### config.mk
export PLATFORM = sky130hd
export DESIGN_NAME = alu_arbiter
export DESIGN_NICKNAME = d
export VERILOG_FILES = /design/src/rtl/alu_arbiter.sv
export SDC_FILE = /design/constraint.sdc
export NUM_CORES = 1
export LEC_CHECK = 0
export BUFFER_PORTS_ARGS = -buffer_cell sky130_fd_sc_hd__buf_4
export CAP_MARGIN = 15
export CORE_ASPECT_RATIO = 0.75
export CORE_UTILIZATION = 50
export CTS_CLUSTER_DIAMETER = 60
export DETAILED_ROUTE_END_ITERATION = 8
export PLACE_DENSITY = 0.8
export SETUP_SLACK_MARGIN = 0.05
export SLEW_MARGIN = 20
export SYNTH_ARGS = -nofsm -noshare
export SYNTH_HDL_FRONTEND = slang
export SYNTH_SLANG_ARGS = --single-unit
export TNS_END_PERCENT = 50
### constraint.sdc
create_clock -name clk -period 4.5 [get_ports clk]
set_clock_uncertainty 0.1 [all_clocks]
set_input_delay 0.45 -clock clk [delete_from_list [all_inputs] [get_ports clk]]
set_output_delay 0.45 -clock clk [all_outputs]
set_load 0.05 [all_outputs]
### src/rtl/alu_arbiter.sv
// Round-robin arbiter that shares one serial-opcode ALU between two requesters,
// with a watchdog that turns a silent ALU into an error response.
module alu_arbiter #(
  parameter int WIDTH   = 8,
  parameter int TIMEOUT = 16
) (
  input  logic             clk,
  input  logic             reset_n,
  input  logic             req0_valid,
  input  logic [2:0]       req0_op,
  input  logic [WIDTH-1:0] req0_a,
  input  logic [WIDTH-1:0] req0_b,
  output logic             req0_ready,
  input  logic             req1_valid,
  input  logic [2:0]       req1_op,
  input  logic [WIDTH-1:0] req1_a,
  input  logic [WIDTH-1:0] req1_b,
  output logic             req1_ready,
  output logic             resp_valid,
  input  logic             resp_ready,
  output logic             resp_id,
  output logic [WIDTH-1:0] resp_result,
  output logic             resp_overflow,
  output logic             resp_err,
  output logic             busy,
  output logic             opcode_valid,
  output logic             opcode,
  output logic [WIDTH-1:0] data,
  input  logic             done,
  input  logic             overflow,
  input  logic [WIDTH-1:0] result
);
  localparam logic [2:0] S_IDLE  = 3'd0;
  localparam logic [2:0] S_SEND0 = 3'd1;
  localparam logic [2:0] S_SEND1 = 3'd2;
  localparam logic [2:0] S_SEND2 = 3'd3;
  localparam logic [2:0] S_WAIT  = 3'd4;
  localparam logic [2:0] S_RESP  = 3'd5;
  localparam logic [7:0] WDOG_LAST = 8'(TIMEOUT - 1);

  logic [2:0]       state_q, state_d;
  logic             last_grant_q, last_grant_d;
  logic [2:0]       op_q, op_d;
  logic [WIDTH-1:0] a_q, a_d, b_q, b_d;
  logic             id_q, id_d;
  logic [7:0]       wdog_q, wdog_d;
  logic [WIDTH-1:0] res_q, res_d;
  logic             ovf_q, ovf_d, err_q, err_d;
  logic             gnt_any, gnt_id, idle;

  // With both valid the requester that did not win last time is served.
  assign gnt_any = req0_valid | req1_valid;
  assign gnt_id  = (req0_valid & req1_valid) ? ~last_grant_q : req1_valid;
  // Gated by reset_n so the ready outputs read 0 while reset is held.
  assign idle    = (state_q == S_IDLE) & reset_n;

  assign req0_ready    = idle & gnt_any & ~gnt_id;
  assign req1_ready    = idle & gnt_any & gnt_id;
  assign busy          = (state_q != S_IDLE);
  assign resp_valid    = (state_q == S_RESP);
  assign resp_id       = id_q;
  assign resp_result   = res_q;
  assign resp_overflow = ovf_q;
  assign resp_err      = err_q;

  always_comb begin
    opcode_valid = 1'b0;
    opcode       = 1'b0;
    data         = '0;
    case (state_q)
      S_SEND0: begin opcode_valid = 1'b1; opcode = op_q[0]; data = a_q; end
      S_SEND1: begin opcode_valid = 1'b1; opcode = op_q[1]; data = b_q; end
      S_SEND2: begin opcode_valid = 1'b1; opcode = op_q[2]; end
      default: ;
    endcase
  end

  always_comb begin
    state_d      = state_q;
    last_grant_d = last_grant_q;
    op_d         = op_q;
    a_d          = a_q;
    b_d          = b_q;
    id_d         = id_q;
    wdog_d       = wdog_q;
    res_d        = res_q;
    ovf_d        = ovf_q;
    err_d        = err_q;
    case (state_q)
      S_IDLE: if (gnt_any) begin
        op_d         = gnt_id ? req1_op : req0_op;
        a_d          = gnt_id ? req1_a  : req0_a;
        b_d          = gnt_id ? req1_b  : req0_b;
        id_d         = gnt_id;
        last_grant_d = gnt_id;
        state_d      = S_SEND0;
      end
      S_SEND0: state_d = S_SEND1;
      S_SEND1: state_d = S_SEND2;
      S_SEND2: begin
        wdog_d  = '0;
        state_d = S_WAIT;
      end
      S_WAIT: begin
        wdog_d = wdog_q + 8'd1;
        // done wins over a timeout landing in the same cycle
        if (done) begin
          res_d   = result;
          ovf_d   = overflow;
          err_d   = 1'b0;
          state_d = S_RESP;
        end else if (wdog_q == WDOG_LAST) begin
          res_d   = '0;
          ovf_d   = 1'b0;
          err_d   = 1'b1;
          state_d = S_RESP;
        end
      end
      S_RESP: if (resp_ready) state_d = S_IDLE;
      default: state_d = S_IDLE;
    endcase
  end

  always_ff @(posedge clk or negedge reset_n) begin
    if (!reset_n) begin
      state_q      <= S_IDLE;
      last_grant_q <= 1'b1;
      op_q         <= '0;
      a_q          <= '0;
      b_q          <= '0;
      id_q         <= 1'b0;
      wdog_q       <= '0;
      res_q        <= '0;
      ovf_q        <= 1'b0;
      err_q        <= 1'b0;
    end else begin
      state_q      <= state_d;
      last_grant_q <= last_grant_d;
      op_q         <= op_d;
      a_q          <= a_d;
      b_q          <= b_d;
      id_q         <= id_d;
      wdog_q       <= wdog_d;
      res_q        <= res_d;
      ovf_q        <= ovf_d;
      err_q        <= err_d;
    end
  end
endmodule

# == Word level (Yosys, flattened, before mapping) ==
# Cells that the tools add are included.
# classes
add_sub_neg,1
n_eq_ne,9
muxes,19
bitwise,8
reduce_logical,8
# op_table
cell,n
two-way mux 8 bit,4
one-hot mux 8 bit (2 select lines),2
one-hot mux 3 bit (6 select lines),1
two-way mux 3 bit,5
"adder 8 x 1 -> 8 bit, second input constant",1
"== test 8 x 4 -> 1 bit, second input constant",1
"== test 3 x 2 -> 1 bit, second input constant",2
"== test 3 bit, second input constant",2
two-way mux 1 bit,6
bitwise AND 1 bit,5
AND reduction 2 bit,2
nonzero test 2 bit,2
"== test 3 x 1 -> 1 bit, second input constant",1
logical NOT 3 bit,1
"inequality test 3 bit, second input constant",1
one-hot mux 1 bit (3 select lines),1
AND reduction 3 bit,1
nonzero test 3 bit,1
OR reduction 3 bit,1
"inequality test 2 x 1 -> 1 bit, second input constant",1
"inequality test 2 bit, second input constant",1
inverter 1 bit,2
OR 1 bit,1
# word_totals
ff_bits,42
input_bits,53
output_inout_bits,25
wordCells,55

# == Depth between registers and ports, before layout ==
# logic_depth
depth_word,4
ltp_mapped,6
ltp_nobuf,4

# == Worst setup path after synthesis ==
# OpenSTA, ideal clock, no wires.
# synth_path
path_type,flip-flop to output port
startpoint,register state_q[1]
endpoint,output port data[0]
arrival_ps,1673
required_time_ps,3950
setup_slack_ps,2277
path_stages_with_launch,6
path_buffers,2
path_cell_list,dfrtp_1 > buf_2 > nor2b_1 > clkbuf_1 > a22oi_1 > nor2_1
# synth_between
elab_chain_len,2
elab_cells_between_ends,3
cone_classes,eq/ne (2); mux (1)
# synth_rtl
item,line,source
from (decl),41,"logic [2:0] state_q, state_d;"
from (signal assigned),137,state_q <= state_d;
== test 3 x 2 -> 1 bit or == test 3 x 1 -> 1 bit (tied branches),70,case (state_q)
one-hot mux 8 bit (2 select lines) *,70,
to (decl),28,"output logic [WIDTH-1:0] data,"
# Mark *: on every way between the ends. The rest lies on a longest branch, timed or not.

# == Worst setup path after layout ==
# layout_path
startpoint,register state_q[2]
endpoint,output port req0_ready
# layout_between
elab_chain_len,4
# layout_rtl
item,line,source
logical NOT 3 bit,55,assign idle = (state_q == S_IDLE) & reset_n;
bitwise AND 1 bit,55,
bitwise AND 1 bit (2 in series),57,assign req0_ready = idle & gnt_any & ~gnt_id;
to (decl),13,"output logic req0_ready,"
# No other way between the ends.

==> flow_metrics.env <==
export IMPL_rr_startpoint="state_q[2]"
export IMPL_worst_ep_arrival_time_ns=2.20
export IMPL_grt_pass1_vias=1735
export IMPL_ir_drop_uv=362
export IMPL_fin_nets=325
export IMPL_grt_overflow_total=0
export IMPL_nFillCells=331
export IMPL_die_w_um=78.8
export IMPL_grt_pass1_wl_mm=8.12
export IMPL_cp_endpoint="req0_ready"
export IMPL_wl_mm=4.69
export IMPL_synth_cells=198
export IMPL_end_kind="output port"
export IMPL_yosysMostFrequentCell="dfrtp_1"
export IMPL_clockBufferDepth=2
export IMPL_via_count=1771
export IMPL_rows=20
export IMPL_cts_sinks=42
export IMPL_yosysTopAreaCellShare_pct=46.4
export IMPL_hold_path_class="in -> async"
export IMPL_power_density_nw_per_um2=673
export IMPL_critPathMaxFanout=21
export IMPL_synth_top_cells_by_count="dfrtp_1 (41), mux2_2 (39), a22oi_1 (19)"
export IMPL_multi_input_area_um2=1050
export IMPL_die_y_um=59.6
export IMPL_ys_types=42
export IMPL_first_iter_violations=87
export IMPL_synthTopCellsByArea="dfrtp_1 (46%), mux2_2 (20%), a22oi_1 (6.5%)"
export IMPL_synth_top_cell_by_area="dfrtp_1"
export IMPL_postCtsResizedCells=0
export IMPL_drt_pass1_iterations=4
export IMPL_p_total_mw=1.96
export IMPL_synth_fp_nets=252
export IMPL_drc=0
export IMPL_final_setup_tns_ns=0
export IMPL_setup_worst_path_start="state_q[2]"
export IMPL_cts_htree_levels=2
export IMPL_core_area_um2=4150
export IMPL_dp_cells=319
export IMPL_cts_setup_buffers=0
export IMPL_finalSetupViolations=0
export IMPL_max_cap_viol_count=0
export IMPL_antenna_found_initial=0
export IMPL_final_layout_size_suffix_gt1_share_pct=48.5
export IMPL_cts_buffers=5
export IMPL_design_die_area_um2=4690
export IMPL_criticalPathCategory="reg -> out"
export IMPL_fmax_mhz=364
export IMPL_ant_nets=0
export IMPL_antennaDiodeCount=0
export IMPL_ys_seq_area_share_pct=47.6
export IMPL_p_leak_nw=1.43
export IMPL_ys_async_sr_fraction_pct=100
export IMPL_grt_usage_pct=23.1
export IMPL_status="finished, final reports clean"
export IMPL_port_buffers=77
export IMPL_hold_buffers=0
export IMPL_synth_enable_flop_cells=0
export IMPL_r2r_end="wdog_q[6]"
export IMPL_syn_mean_instance_area_um2=11.2
export IMPL_cts_clk_slew_worst_paths_ns=0.08
export IMPL_via_per_inst=5.42
export IMPL_worst_pin_slew_ns=0.798
export IMPL_grt_max_degree=45
export IMPL_fin_cells=327
export IMPL_start_kind="flip-flop"
export IMPL_cts_tree="yes"
export IMPL_start_util_pct=53.2
export IMPL_rr_worst_depth=3
export IMPL_period_needed_ns=2.75
export IMPL_dp_hpwl_mm=3.26
export IMPL_cp_required_ns=3.95
export IMPL_clk_latency_ns=0.30
export IMPL_hold_viol=0
export IMPL_syn_area_um2=2210
export IMPL_seq_area_um2=1050
export IMPL_rrSetupSlack_ns=2.32
export IMPL_synth_main_ff_cell="dfrtp_1"
export IMPL_cts_root_buf="clkbuf_8"
export IMPL_pin_count=78
export IMPL_grt_setup_unrepaired="no"
export IMPL_drv_slew=0
export IMPL_post_route_util_pct=70.2
export IMPL_wl_per_cell_um=14.4
export IMPL_area_growth_pct=31.9
export IMPL_relSlewSlack_pct=46.7
export IMPL_ys_warn_count=0
export IMPL_gp_congestion=0.699
export IMPL_ys_ff_latch=42
export IMPL_finalCritPeriodShare_pct=61.1
-- worst min-delay path by stage --
stage	startpoint	end	cells after the start
2_1_floorplan	reset_n	a_q[0]	0
3_3_place_gp	wdog_q[7]	wdog_q[7]	1
3_5_place_dp	reset_n	a_q[3]	1
4_1_cts	reset_n	a_q[3]	1
5_1_grt	reset_n	resp_overflow	1
6_report	reset_n	b_q[7]	1
-- sequential cells by signal, summed over array words and instances (netlist names) --
signal,flops
a_q,8
wdog_q,8
resp_overflow,1
op_q,3
resp_err,1
state_q,3
b_q,8
last_grant_q,1
resp_result,8
resp_id,1
-- layout by cell type, fill, tap and decap left out, types with 2 or more instances in the layout --
cell type and n:
buf_4 79, a21oi_1 2, o21ai_0 7, mux2i_1 5, nor2b_1 2, a22oi_1 19
nand2_1 10, clkbuf_8 5, clkinv_2 2, o21ai_1 4, dfrtp_1 41, inv_1 12
nand3_1 4, mux2_2 39, nor3_1 2, nor2_1 11, nand4_1 2, and2_1 2
-- through the flow --
step / hold slack [ns] / cell area, µm² / worst slack (ns)
floorplan: 0.0544 / 2210 / 2.28
global placement: 0.363 / 2800 / 2.09
detailed placement: 0.364 / 2800 / 1.99
CTS: 0.0328 / 2910 / 1.75
global route: 0.0582 / 2920 / 1.58
finish: 0.0161 / 2920 / 1.75
-- kinds of logic (layout without fill, tap and decap cells) --
logic type / Yosys count / in the layout / share of synthesized area [%]
compound gates: 44 / 44 / 14.0
mux: 44 / 44 / 22.1
flops: 42 / 42 / 47.6
simple gates: 42 / 42 / 10.2
buf+inv: 25 / 99 / 5.49
fa+ha+maj: 1 / 1 / 0.566
-- metal layers --
metal  up-vias  share of wire [%]  global-route usage [%]
met3         7                4.7                    6.46
met2        46                 46                    36.3
met4         0                1.2                    7.14
li1        860                  -                       -
met5         -                  0                       0
met1       858                 48                    31.3
-- worst max-delay path, cell delays in order, from the launching register on --
cell and delay, ns:
dfrtp_1 0.61, nor3_2 0.42, o21a_1 0.17, buf_4 0.26, and3b_1 0.22, buf_4 0.20
-- where the power goes --
part | internal [mW] | switching (mW)
sequential | 0.526 | 0.131
combinational | 0.409 | 0.603
clock | 0.163 | 0.132
-- final cells by class --
cell class	instances	share of cell area (%)
Clock buffer	5	2.36
Multi-Input combinational cell	131	36.0
Inverter	12	1.54
Clock inverter	3	1.37
Sequential cell	42	36.1
Tap cell	55	2.36
Timing Repair Buffer	79	20.3
No activity file was read; power rests on OpenSTA's default activity.
